**src/rtl/router_scheduler_pkg.sv**
```systemverilog
// Shared definitions for the router scheduler slice.
// Packet layout: [5:4] destination port, [3:0] message nibble.
package router_scheduler_pkg;

  localparam int PORT_HI          = 5;
  localparam int PORT_LO          = 4;
  localparam int MSG_HI           = 3;
  localparam int MSG_LO           = 0;
  localparam int PKT_W            = PORT_HI + 1;
  localparam int NUM_PORTS        = 4;
  localparam int DEF_SEND_CYCLES  = 8;

  typedef logic [PORT_HI-PORT_LO:0] port_t;
  typedef logic [PKT_W-1:0]         pkt_t;

endpackage

```
**src/rtl/router_scheduler_if.sv**
```systemverilog
// Bundle of the scheduler's producer-side handshake, router-side issue
// bus and status outputs.
//   master : producer / observer side (drives in_data, in_valid)
//   slave  : scheduler side (drives in_ready, rt_*, status)
// Signals:
//   in_data[5:0], in_valid, in_ready   producer handshake
//   rt_data[5:0], rt_valid             one-cycle issue pulse to the router
//   port_busy[3:0]                     per-port sender busy flags
//   fifo_count                         FIFO occupancy
//   stall_cnt                          saturating head-of-line stall count
interface router_scheduler_if #(
  parameter int DEPTH = 4,
  parameter int CNT_W = 8
);
  import router_scheduler_pkg::*;

  pkt_t                   in_data;
  logic                   in_valid;
  logic                   in_ready;
  pkt_t                   rt_data;
  logic                   rt_valid;
  logic [NUM_PORTS-1:0]   port_busy;
  logic [$clog2(DEPTH):0] fifo_count;
  logic [CNT_W-1:0]       stall_cnt;

  modport master (
    output in_data, in_valid,
    input  in_ready, rt_data, rt_valid, port_busy, fifo_count, stall_cnt
  );

  modport slave (
    input  in_data, in_valid,
    output in_ready, rt_data, rt_valid, port_busy, fifo_count, stall_cnt
  );

endinterface

```
**src/rtl/router_scheduler_sync_fifo.sv**
```systemverilog
// Synchronous FIFO with occupancy count.
// Ports:
//   clk, rst_n     clock, asynchronous active-low reset
//   push, wdata    write at tail (caller guarantees not full)
//   pop            drop head (caller guarantees not empty)
//   rdata          current head entry (combinational read)
//   count          number of stored entries, 0..DEPTH
module sync_fifo #(
  parameter int WIDTH = 6,
  parameter int DEPTH = 4
) (
  input  logic                   clk,
  input  logic                   rst_n,
  input  logic                   push,
  input  logic                   pop,
  input  logic [WIDTH-1:0]       wdata,
  output logic [WIDTH-1:0]       rdata,
  output logic [$clog2(DEPTH):0] count
);

  localparam int AW = $clog2(DEPTH);

  logic [WIDTH-1:0] mem [DEPTH];
  logic [AW-1:0]    wr_ptr;
  logic [AW-1:0]    rd_ptr;

  // Pointers wrap naturally; full/empty is judged from count only.
  always_ff @(posedge clk or negedge rst_n) begin
    if (!rst_n) begin
      wr_ptr <= '0;
      rd_ptr <= '0;
      count  <= '0;
    end else begin
      if (push) wr_ptr <= wr_ptr + 1'b1;
      if (pop)  rd_ptr <= rd_ptr + 1'b1;
      unique case ({push, pop})
        2'b10:   count <= count + 1'b1;
        2'b01:   count <= count - 1'b1;
        default: count <= count;
      endcase
    end
  end

  // Storage carries data only, so it is left out of reset.
  always_ff @(posedge clk) begin
    if (push) mem[wr_ptr] <= wdata;
  end

  assign rdata = mem[rd_ptr];

endmodule

```
**src/rtl/router_scheduler.sv**
```systemverilog
// Front-end scheduler for the secure router. Buffers 6-bit packets in a
// FIFO and issues the head only when its destination sender is idle,
// preserving strict order (head-of-line blocking).
// Ports:
//   clk        system clock, rising edge
//   rst        asynchronous active-low reset
//   bus.slave  in_data/in_valid/in_ready producer handshake,
//              rt_data/rt_valid one-cycle issue pulse,
//              port_busy, fifo_count, stall_cnt status
module router_scheduler
  import router_scheduler_pkg::*;
#(
  parameter int DEPTH       = 4,
  parameter int SEND_CYCLES = DEF_SEND_CYCLES,
  parameter int CNT_W       = 8
) (
  input  logic               clk,
  input  logic               rst,
  router_scheduler_if.slave  bus
);

  localparam int CW = $clog2(DEPTH) + 1;
  localparam int BW = $clog2(SEND_CYCLES);
  localparam logic [CW-1:0] FULL_CNT = CW'(DEPTH);
  // The issue cycle itself is the first busy cycle, hence the minus one.
  localparam logic [BW-1:0] RELOAD   = BW'(SEND_CYCLES - 1);

  function automatic logic [CNT_W-1:0] sat_inc(input logic [CNT_W-1:0] v);
    return (v == '1) ? v : v + 1'b1;
  endfunction

  pkt_t            head;
  logic [CW-1:0]   count;
  logic            push;
  logic            pop;
  logic            stall;
  port_t           head_port;
  logic            head_free;

  logic [BW-1:0]   busy_cnt [NUM_PORTS];
  pkt_t            rt_data_p0;
  logic            vld_p0;
  logic [CNT_W-1:0] stall_p0;

  assign head_port = head[PORT_HI:PORT_LO];
  assign head_free = (busy_cnt[head_port] == '0);
  // No bypass: a full FIFO refuses input even if it pops this cycle.
  assign push      = bus.in_valid && (count != FULL_CNT);
  assign pop       = (count != '0) && head_free;
  assign stall     = (count != '0) && !head_free;

  sync_fifo #(
    .WIDTH (PKT_W),
    .DEPTH (DEPTH)
  ) u_fifo (
    .clk   (clk),
    .rst_n (rst),
    .push  (push),
    .pop   (pop),
    .wdata (bus.in_data),
    .rdata (head),
    .count (count)
  );

  // ---- issue stage: single registered decision per cycle ----
  always_ff @(posedge clk or negedge rst) begin
    if (!rst) begin
      vld_p0     <= 1'b0;
      rt_data_p0 <= '0;
      stall_p0   <= '0;
      for (int p = 0; p < NUM_PORTS; p++) busy_cnt[p] <= '0;
    end else begin
      vld_p0 <= pop;
      if (pop) rt_data_p0 <= head;
      if (stall) stall_p0 <= sat_inc(stall_p0);
      // Reload on issue wins over the per-cycle decrement.
      for (int p = 0; p < NUM_PORTS; p++) begin
        if (pop && head_port == port_t'(p)) busy_cnt[p] <= RELOAD;
        else if (busy_cnt[p] != '0)          busy_cnt[p] <= busy_cnt[p] - 1'b1;
      end
    end
  end

  always_comb begin
    bus.port_busy = '0;
    for (int p = 0; p < NUM_PORTS; p++) begin
      bus.port_busy[p] = (busy_cnt[p] != '0) ||
                         (vld_p0 && rt_data_p0[PORT_HI:PORT_LO] == port_t'(p));
    end
  end

  assign bus.in_ready   = (count != FULL_CNT);
  assign bus.rt_data    = rt_data_p0;
  assign bus.rt_valid   = vld_p0;
  assign bus.fifo_count = count;
  assign bus.stall_cnt  = stall_p0;

endmodule

```
**src/flat_wrapper.sv**
```systemverilog
// flat-port wrapper written by rule: the top's interface ports become plain ports
module router_scheduler_flat import router_scheduler_pkg::*;
#(
  parameter int DEPTH       = 4,
  parameter int SEND_CYCLES = DEF_SEND_CYCLES,
  parameter int CNT_W       = 8
)
  (clk, rst, bus_in_data, bus_in_valid, bus_in_ready, bus_rt_data, bus_rt_valid, bus_port_busy, bus_fifo_count, bus_stall_cnt);
  router_scheduler_if #(.DEPTH(DEPTH), .CNT_W(CNT_W)) bus_i ();
  input  logic clk;
  input  logic rst;
  input wire logic [$bits(bus_i.in_data)-1:0] bus_in_data;
  input wire logic [$bits(bus_i.in_valid)-1:0] bus_in_valid;
  output wire logic [$bits(bus_i.in_ready)-1:0] bus_in_ready;
  output wire logic [$bits(bus_i.rt_data)-1:0] bus_rt_data;
  output wire logic [$bits(bus_i.rt_valid)-1:0] bus_rt_valid;
  output wire logic [$bits(bus_i.port_busy)-1:0] bus_port_busy;
  output wire logic [$bits(bus_i.fifo_count)-1:0] bus_fifo_count;
  output wire logic [$bits(bus_i.stall_cnt)-1:0] bus_stall_cnt;
  assign bus_i.in_data = bus_in_data;
  assign bus_i.in_valid = bus_in_valid;
  assign bus_in_ready = bus_i.in_ready;
  assign bus_rt_data = bus_i.rt_data;
  assign bus_rt_valid = bus_i.rt_valid;
  assign bus_port_busy = bus_i.port_busy;
  assign bus_fifo_count = bus_i.fifo_count;
  assign bus_stall_cnt = bus_i.stall_cnt;
  router_scheduler #(.DEPTH(DEPTH), .SEND_CYCLES(SEND_CYCLES), .CNT_W(CNT_W)) u_core (.clk(clk), .rst(rst), .bus(bus_i));
endmodule
```
**config.mk**
```make
export PLATFORM = sky130hd
export DESIGN_NAME = router_scheduler_flat
export DESIGN_NICKNAME = d
export VERILOG_FILES = /design/src/rtl/router_scheduler_pkg.sv /design/src/rtl/router_scheduler_if.sv /design/src/rtl/router_scheduler_sync_fifo.sv /design/src/rtl/router_scheduler.sv /design/src/flat_wrapper.sv
export SDC_FILE = /design/constraint.sdc
export NUM_CORES = 1
export LEC_CHECK = 0
export CAP_MARGIN = 20
export CORE_MARGIN = 3
export CORE_UTILIZATION = 53
export CTS_BUF_LIST = sky130_fd_sc_hd__clkbuf_8
export DETAILED_ROUTE_END_ITERATION = 10
export PLACE_DENSITY = 0.76
export SYNTH_ARGS = -nofsm -noshare
export SYNTH_HDL_FRONTEND = slang
export SYNTH_HIERARCHICAL = 1
export SYNTH_SLANG_ARGS = --single-unit
```
**constraint.sdc**
```tcl
create_clock -name clk -period 4.2 [get_ports clk]
set_input_delay 0.84 -clock clk [delete_from_list [all_inputs] [get_ports clk]]
set_output_delay 0.84 -clock clk [all_outputs]
set_load 0.01 [all_outputs]
```
* After elaboration in Yosys (flattened, before gate mapping)
Memory sizes are Yosys's and may differ from the RTL's.
Cells that the tools add are included.
** Cells by class
- $add $sub $neg :: 9
- Order comparisons :: 1
- Equal/unequal tests :: 10
- Muxes and demuxes :: 14
- Bitwise gates (word level) :: 2
- Reduce and logical (&&, ||, !) cells :: 30
** Operators with widths (count)
- $mux 3 :: 10
- $reduce_bool 3->1 :: 5
- $sub 3x1->3 const B :: 5
- $logic_and 1x1->1 :: 11
- $eq 2x2->1 const B :: 5
- $reduce_bool 2->1 :: 5
- $add 8x1->8 const B :: 1
- $eq 8x8->1 const B :: 1
- $bmux 3 s2 :: 1
- $eq 2x1->1 const B :: 3
- $pmux 3 s2 :: 1
- $add 2x1->2 const B :: 2
- $logic_not 2->1 :: 2
- $logic_or 1x1->1 :: 4
- $add 3x1->3 const B :: 1
- $ge 3x3->1 const B :: 1
- $logic_not 3->1 :: 1
- $ne 3x3->1 const B :: 1
- $not 2->3 :: 1
- $mux 1 :: 2
- $reduce_and 2->1 :: 1
- $logic_not 1->1 :: 1
- $not 1->1 :: 1
** Word-level totals
- Register bits after elaboration :: 34
- RAM bits :: 24
- Input port bits :: 9
- Output and inout port bits :: 23
- Word-level logic and storage cells :: 77
- Memories kept :: 1
** Memory list
- u_core.u_fifo.mem :: words 4, bits a word 6, rd ports 1, clocked after memory_dff 0, write ports 1, line router_scheduler_sync_fifo.sv:23 : logic [WIDTH-1:0] mem [DEPTH];

* Depth between registers and ports, before layout
Gate-level depths: netlist (run 1).
An unclocked memory read counts as a cell.
- Depth after elaboration :: 9
- Depth in mapped cells :: 11
- Mapped depth without buffers :: 10

* Modules after synthesis
The synthesis (run 1) kept the hierarchy.
** Modules (own cells, without submodules)
- router_scheduler :: instances 1, cells each 132, area an instance 1397.6 um2, sequential area each 675.6 um2
- sync_fifo :: instances 1, cells each 66, area an instance 1256.2 um2, sequential area each 895.9 um2

* Worst setup path after synthesis (run 1)
Ideal clock, no wire load.
- Path type :: flip-flop to flip-flop
- From :: register u_core.u_fifo.rd_ptr[0]
- To :: register u_core.u_fifo.count[2]
- Library setup time :: 79 ps
- Data arrival time :: 2975 ps
- Data required time :: 4121 ps
- Path slack :: 1146 ps
- Cell stages (with the launch flop) :: 12
- Path buffers :: 1
- Period minus slack after synthesis :: 3054 ps
- Path through :: dfrtp_1 > buf_6 > mux4_2 > nor4_1 > a311oi_2 > nor3_4 > ha_1 > inv_1 > fa_1 > xor2_1 > nor2_1 > xor2_1
** On the way
- Longest elaborated chain between the ends :: 9
- Elaborated cells between the ends (all ways) :: 11
- Classes of those cells :: 2 x eq/ne; 4 x mux; 1 x bitwise; 3 x reduce/logical; 1 x memory
** RTL lines
- start, declared :: line router_scheduler_sync_fifo.sv:25 : logic [AW-1:0] rd_ptr;
- start signal, assigned :: line router_scheduler_sync_fifo.sv:35 : if (pop) rd_ptr <= rd_ptr + 1'b1;
- $mem_v2 4x6 *
- via u_core.head[4] :: line router_scheduler.sv:32 : pkt_t head;
- $not 2->3 (not written as such) * :: line router_scheduler.sv:46 : assign head_free = (busy_cnt[head_port] == '0);
- $bmux 3 s2 * :: line router_scheduler.sv:46
- $mux 3 (not written as such) * (2 in series) :: line router_scheduler.sv:46
- $logic_not 3->1 * :: line router_scheduler.sv:46
- $logic_and 1x1->1 * :: line router_scheduler.sv:49 : assign pop = (count != '0) && head_free;
- via u_core.pop :: line router_scheduler.sv:35 : logic pop;
- $eq 2x1->1 / $eq 2x2->1 (equally long branches) :: line router_scheduler_sync_fifo.sv:36 : unique case ({push, pop})
- $pmux 3 s2 / $reduce_bool 2->1 (equally long branches)
- end signal, assigned :: line router_scheduler_sync_fifo.sv:37 : 2'b10: count <= count + 1'b1;
- end signal, assigned :: line router_scheduler_sync_fifo.sv:38 : 2'b01: count <= count - 1'b1;
- end signal, assigned :: line router_scheduler_sync_fifo.sv:39 : default: count <= count;
- end, declared :: line router_scheduler_sync_fifo.sv:18 : output logic [$clog2(DEPTH):0] count
The timed path passes the listed nets; every way through them passes the cells marked *. The select of a mux whose other input is x is not followed.
A chain may end at the register's enable or synchronous reset.

* Worst setup path in the final report (run 1)
Same ends and word-level chain as after synthesis.

==> results by group, run 1 <==
Synthesis
  – Area contributors post-synth: dfrtp_1, edfxtp_1, ha_1
  – Post-synthesis cell count: slightly below 200
  – Asr flop ratio synth: between 50% and 60%
  – Area share of the largest cell type after synthesis: between 30 and 40%
  – YS warnings: 6
  – Post-Syn Area: 2650 sq um
  – Top_reg_cell synth: dfrtp_1
  – Syn_nets: 222
  – Sequential share of the synthesized area: between 50 and 60%
  – Post-Synthesis Mean Instance Area: between 10 and 15 sq um
  – Synth unique cells: 31
  – Post-synth EDFFs: 24
  – Yosys reg bits: 58
  – Largest area contributor in the netlist: dfrtp_1

Clocking
  – Post-CTS setup buffer count: 0
  – Clk_lat worst skew: 330 ps
  – Cts bufs inserted: 9
  – Reg clk slew, reported paths: about 70 ps
  – Max H-tree Level: 3
  – Maximum clock insertion buffer count: 2
  – Clk root buf: clkbuf_8
  – TritonCTS clock tree: yes
  – Clock Sink Count: 58
  – Post-CTS Hold Buffers: 0
  – CTS resizes: 0

Pwr
  – Clock share of power: between 10% and 20%
  – Lkg Pwr: ~1.3 nW
  – Gate power share: around 44%
  – Switching share of power: between 30% and 40%
  – Int Power: between 1.5 and 2 mW
  – Sequential share of power: around two fifths
  – Switching pwr: around 0.96 mW
  – Power per cell area: around 800 nW/um^2
  – Peak supply drop: 0.359 mV

Route
  – Drt drc: 0
  – DR pass1 iterations: 4
  – Detailed Route WL: around 4.3 mm
  – Starting DRC count in detailed routing: 71
  – Vias: roughly 1600
  – Vias per inst: slightly above 5
  – Routed WL per cell: 13.9 um
  – Antenna Nets Post-Route: 0

Setup path
  – CP max FO: 12
  – CP max-delay cell: mux4_2
  – Cell mode on critical path: xor2_1
  – Crit-path cells: mux4_2 -> nor4_1 -> a311oi_2 -> nor3_4 -> buf_4 -> ha_1 -> inv_1 -> fa_1 -> xor2_1 -> nor2_1 -> xor2_1
  – CP max stage delay: roughly 650 ps
  – R2R Setup Slk: about 850 ps
  – Worst R2R End: u_core/u_fifo/count[2]
  – Critical path origin: u_core/u_fifo/rd_ptr[0]
  – Crit. End Element: flip-flop
  – Worst R2R Start: u_core/u_fifo/rd_ptr[0]
  – Crit Path Category: reg -> reg
  – Arrival time at the worst endpoint: 3600 ps
  – Worst setup SP type: flip-flop
  – Worst Reg-to-Reg Cells: 11
  – CP Data Required Time: around 4500 ps

Cells and area
  – Proportion of layout cells with a drive suffix above 1: between 10% and 20%
  – Final core occ: 67.2%
  – Nets: around 260
  – Area Growth Syn to Fin: 21.2%
  – Final Instance Area: between 3000 and 4000 sq um
  – Area of the multi-input gates: around 1000 sq um
  – Fillers: 370
  – Diode count: 0
  – Register Area: 1570 sq um

Floorplan
  – # rows: 25
  – Die W: 76.8 um
  – # IOs: 32
  – Die Footprint: ~5900 sq um
  – Starting Density: approximately 55%
  – CORE AREA: approximately 4800 sq um
  – Die Ht: about 77 um

STA
  – RSZ-0062 raised after global routing: false
  – Fin. Hold Viols: 0
  – Worst slew margin: 50.1%
  – Setup TNS: 0 ps
  – Hold WS: between 400 and 500 ps
  – Final Skew: approximately 2.5 ps
  – Fin crit share: roughly four fifths
  – Setup slack after layout: ~850 ps
  – Max frequency: approximately 300 MHz
  – Setup violations, final: 0
  – Slew @ Worst Pin: 742 ps
  – Min Clock Period, post-route: around 3300 ps
  – Slew Limit Fails: 0

Place
  – Port-buffer cells: 31
  – Post-detail-place hpwl: around 3.2 mm
  – Gpl congestion: approximately 0.78
  – Dpl ws: ~860 ps
  – Dpl cell area: roughly 3000 sq um

Run
  – Max cap viols: 0

GRT
  – Largest net degree at the start of global routing: 35
  – Initial antenna violation count: 0
  – First-pass GRT wire length: 7.78 mm
  – Total GRT Usage: 17.2%
  – Vias in the first global route: 1718
  – Global route overflow: 0

Hold path
  – Hold crit path type: reg -> reg
  – Hold Path Sink: u_core/bus.stall_cnt[5]
  – Hold Path Origin: u_core/bus.stall_cnt[5]
  – Hold Crit Depth: 1

Outcome
  – Status: finished, final reports clean
==> cells in the final DEF (no fill, tap or decap), types with 6 or more instances in the layout <==
cell,Yosys,layout
clkbuf_8,0,9
clkdlybuf4s50_1,0,31
dfrtp_1,34,34
edfxtp_1,24,24
ha_1,14,14
inv_1,17,17
mux2_2,6,6
mux4_2,6,6
nand2_1,17,17
nor2_1,12,12
o21ai_0,9,9
xnor2_1,7,7
xor2_1,10,10
==> Yosys cell counts, drive strengths merged, types with 2 or more instances <==
| cell type | n |
|---|---|
| o21ai | 10 |
| o21bai | 3 |
| nor2 | 12 |
| mux2 | 6 |
| mux4 | 6 |
| ha | 14 |
| nand2b | 5 |
| nand2 | 17 |
| nor4 | 3 |
| nor2b | 2 |
| nor3 | 5 |
| xor2 | 10 |
| buf | 2 |
| and2 | 5 |
| dfrtp | 34 |
| nand3 | 4 |
| mux2i | 4 |
| edfxtp | 24 |
| inv | 17 |
| a211o | 2 |
| xnor2 | 7 |
==> sequential cells by signal (all words and copies together), names as in the netlist <==
register	count
u_core/u_fifo/mem	24
u_core/busy_cnt	12
u_core/bus.stall_cnt	8
u_core/bus.rt_data	6
u_core/u_fifo/count	3
u_core/u_fifo/rd_ptr	2
u_core/u_fifo/wr_ptr	2
u_core/bus.rt_valid	1
==> power by group through the flow <==
stage               logic [mW]  registers, mW  clock network, mW
floorplan                0.798          0.989                  0
global placement          1.13           1.02                  0
detailed placement        1.16           1.02                  0
CTS                       1.17           1.01              0.446
global route              1.29           1.05              0.472
finish                    1.15           1.01              0.432
==> cells by family (layout without fill, tap and decap cells) <==
| group | after synthesis | count (layout) | synth area share (%) |
|---|---|---|---|
| compound gates | 17 | 17 | 4.71 |
| xor+xnor | 17 | 17 | 5.61 |
| fa+ha+maj | 15 | 15 | 7.36 |
| buf+inv | 19 | 66 | 3.02 |
| flops | 58 | 58 | 59.2 |
| mux | 16 | 16 | 9.15 |
| simple gates | 56 | 56 | 10.9 |
==> metrics by stage <==
step | power, mW | std cells
final | 2.59 | 312
after global routing | 2.81 | 312
after CTS | 2.63 | 312
after detailed placement | 2.18 | 296
after global placement | 2.15 | 296
after floorplan | 1.79 | 198
==> worst max path at each step <==
stage / to / slack [ps]
after floorplan: u_core/u_fifo/count[2] / 1150
after CTS: u_core/u_fifo/count[2] / 840
after global routing: u_core/u_fifo/count[2] / 590
after detailed placement: u_core/u_fifo/count[2] / 860
final: u_core/u_fifo/count[2] / 850
after global placement: u_core/u_fifo/count[2] / 940
==> critical path, delay by kind of cell, from the launching register on <==
| family | cells | cell delay, ps |
|---|---|---|
| adder cells (fa/ha/maj) | 2 | 580 |
| AO/OA/AOI/OAI | 1 | 140 |
| AND/OR/NAND/NOR | 3 | 700 |
| flip-flops | 1 | 610 |
| multiplexers | 1 | 650 |
| XOR/XNOR | 2 | 320 |
| buffers and inverters | 2 | 280 |
==> metal layers <==
metal  up-vias  wire length [um]  track usage (%)
met4         0               100             9.78
met1       748              1880             20.7
met2        38              2160             28.2
met3        10               184             4.23
li1        775                 -                -
met5         -                 0                0
==> final cells by class <==
class / count / area share [%]
clock inverter: 7 / 1.44
sequential: 58 / 48.9
multi-input combinational: 121 / 31.2
inverter: 17 / 1.98
tap: 67 / 2.61
timing repair buffer: 33 / 10.1
clock buffer: 9 / 3.85
(Power assumes the default switching activity.)
==> run 2, diff against run 1 <==
clock period = 3.4 ns   (was 4.2 ns; I/O delays follow)
==> run 2 against run 1 <==
  * Power increased by 27%
  * Largest power group unchanged
  * Count of clock-buffer cells in the layout is the same
  * First-iteration DRC count fell by 1.4%
  * Highest routed layer unchanged
  * Die area is the same
  * Clock skew is 6.5 ps higher
  * Hold slack improved by 4.8 ps
==> results by group, run 2 (synthesized netlist as in run 1, its figures left out) <==
Route
  – Starting DRC count in detailed routing: 70
  – Detailed Route WL: ~4.5 mm
  – DR pass1 iterations: 4
  – Routed WL per cell: between 10 and 15 um
  – Drt drc: 0
  – Antenna Nets Post-Route: 0
  – Vias: approximately 1600
  – Vias per inst: 5.08

Cells and area
  – Proportion of layout cells with a drive suffix above 1: approximately 13%
  – Diode count: 0
  – Commonest non-fill, non-tap cell in the layout: dfrtp_1
  – Max reg flops: 24
  – Largest Register: u_core/u_fifo/mem
  – Area Growth Syn to Fin: 22.1%
  – Nets: 265
  – Most frequent cells in the layout: dfrtp_1, clkdlybuf4s50_1, edfxtp_1

Floorplan
  – # IOs: 32
  – CORE AREA: between 4000 and 5000 sq um
  – Die Footprint: between 5000 and 6000 sq um
  – Die Ht: about 77 um
  – Starting Density: ~55%
  – Die W: around 77 um
  – # rows: 25

Setup path
  – Crit. End Element: flip-flop
  – Worst Reg-to-Reg Cells: 10
  – Worst setup SP type: flip-flop
  – CP max FO: 8
  – CP Data Required Time: between 3000 and 4000 ps
  – Worst R2R End: u_core/u_fifo/count[2]
  – R2R Setup Slk: between 400 and 500 ps
  – Arrival time at the worst endpoint: 3200 ps
  – Worst R2R Start: u_core/u_fifo/rd_ptr[1]
  – Crit Path Category: reg -> reg

Place
  – Port-buffer cells: 31
  – Post-detail-place hpwl: around 3.1 mm
  – Gpl congestion: roughly 0.8

STA
  – Fin crit share: a little under 90%
  – Setup TNS: 0 ps
  – Max frequency: roughly 340 MHz
  – Final Skew: a little over 9 ps
  – Min Clock Period, post-route: roughly 2900 ps
  – Hold WS: 486 ps
  – Fin. Hold Viols: 0
  – Worst slew margin: 48.3%
  – Setup violations, final: 0
  – RSZ-0062 raised after global routing: false
  – Slew @ Worst Pin: 770 ps
  – Slew Limit Fails: 0

Run
  – Max cap viols: 0

Pwr
  – Power per cell area: 1010 nW/um^2
  – Lkg Pwr: ~1.4 nW
  – Peak supply drop: between 0.5 and 0.6 mV

Outcome
  – Status: finished, final reports clean

Clocking
  – Maximum clock insertion buffer count: 2
  – Cts bufs inserted: 9
  – Clk_lat worst skew: between 300 and 400 ps
  – CTS resizes: 0
  – Clock Sink Count: 58
  – Post-CTS setup buffer count: 0
  – Reg clk slew, reported paths: 70 ps
  – Max H-tree Level: 3
  – Clk root buf: clkbuf_8
  – TritonCTS clock tree: yes
  – Post-CTS Hold Buffers: 0

Hold path
  – Hold Path Origin: u_core/bus.stall_cnt[5]
  – Hold Path Sink: u_core/bus.stall_cnt[5]
  – Hold crit path type: reg -> reg
  – Hold Crit Depth: 1

GRT
  – Total GRT Usage: 17.4%
  – Global route overflow: 0
  – Initial antenna violation count: 0
  – Largest net degree at the start of global routing: 35
  – Vias in the first global route: about 1700
  – First-pass GRT wire length: roughly 7.8 mm
## run 2: cell types whose count changed in the layout (fill, tap and decap cells not counted)
cell       delta
buf_4         +1
bufinv_16     +1
clkinv_1      +1
clkinv_2      -1
clkinv_4      -2
inv_1         +1
## run 2: power by group
group / internal, mW / leakage [nW] / switching [mW]
Combinational: 0.745 / 0.642 / 0.713
Sequential: 1.01 / 0.622 / 0.206
Clock: 0.329 / 0.0915 / 0.270
## run 2: worst max-delay path, cell delays in order, from the launching register on
cell and delay, ps:
dfrtp_1 520, mux4_2 460, nor4_1 420, a311oi_2 150, nor3_4 230, ha_1 210
inv_1 60, fa_1 370, xor2_1 170, nor2_1 110, xor2_1 160
## run 2: cell type report
| cell class | count | area, sq um |
|---|---|---|
| clock buffers | 9 | 124 |
| clock inverters | 7 | 61.3 |
| fillers | 372 | 1550 |
| inverters | 17 | 63.8 |
| multi-input cells | 121 | 1000 |
| flip-flops and latches | 58 | 1570 |
| well taps | 67 | 83.8 |
| repair buffers | 34 | 333 |
## run 2: through the flow
stage / cells / setup WS (ps) / cell area (sq um) / total power, mW / util [%]
floorplan: 198 / 346 / 2650 / 2.21 / -
global placement: 297 / 621 / 3050 / 2.67 / 63.8
detailed placement: 297 / 468 / 3050 / 2.71 / 63.8
CTS: 313 / 424 / 3240 / 3.32 / 67.7
global route: 313 / 264 / 3240 / 3.54 / 67.7
finish: 313 / 457 / 3240 / 3.28 / 67.7
## run 2: how the worst max path moves through the flow
stage | startpoint | to | cells after the start
floorplan | u_core/u_fifo/rd_ptr[0] | u_core/u_fifo/count[2] | 11
global placement | u_core/u_fifo/rd_ptr[0] | u_core/u_fifo/count[2] | 10
detailed placement | u_core/u_fifo/rd_ptr[1] | u_core/u_fifo/count[2] | 10
CTS | u_core/u_fifo/rd_ptr[1] | u_core/u_fifo/count[2] | 10
global route | u_core/u_fifo/rd_ptr[1] | u_core/u_fifo/count[2] | 10
finish | u_core/u_fifo/rd_ptr[1] | u_core/u_fifo/count[2] | 10
## run 2: layer usage
layer  track usage (%)  vias up  wire (um)  share of wire [%]
li1                  -      776          -                  -
met1              21.7      777       2050                 46
met2              26.5       29       2120                 48
met3              5.05        9        179                4.0
met4              10.9        0        100                2.2
met5                 0        -          0                  0
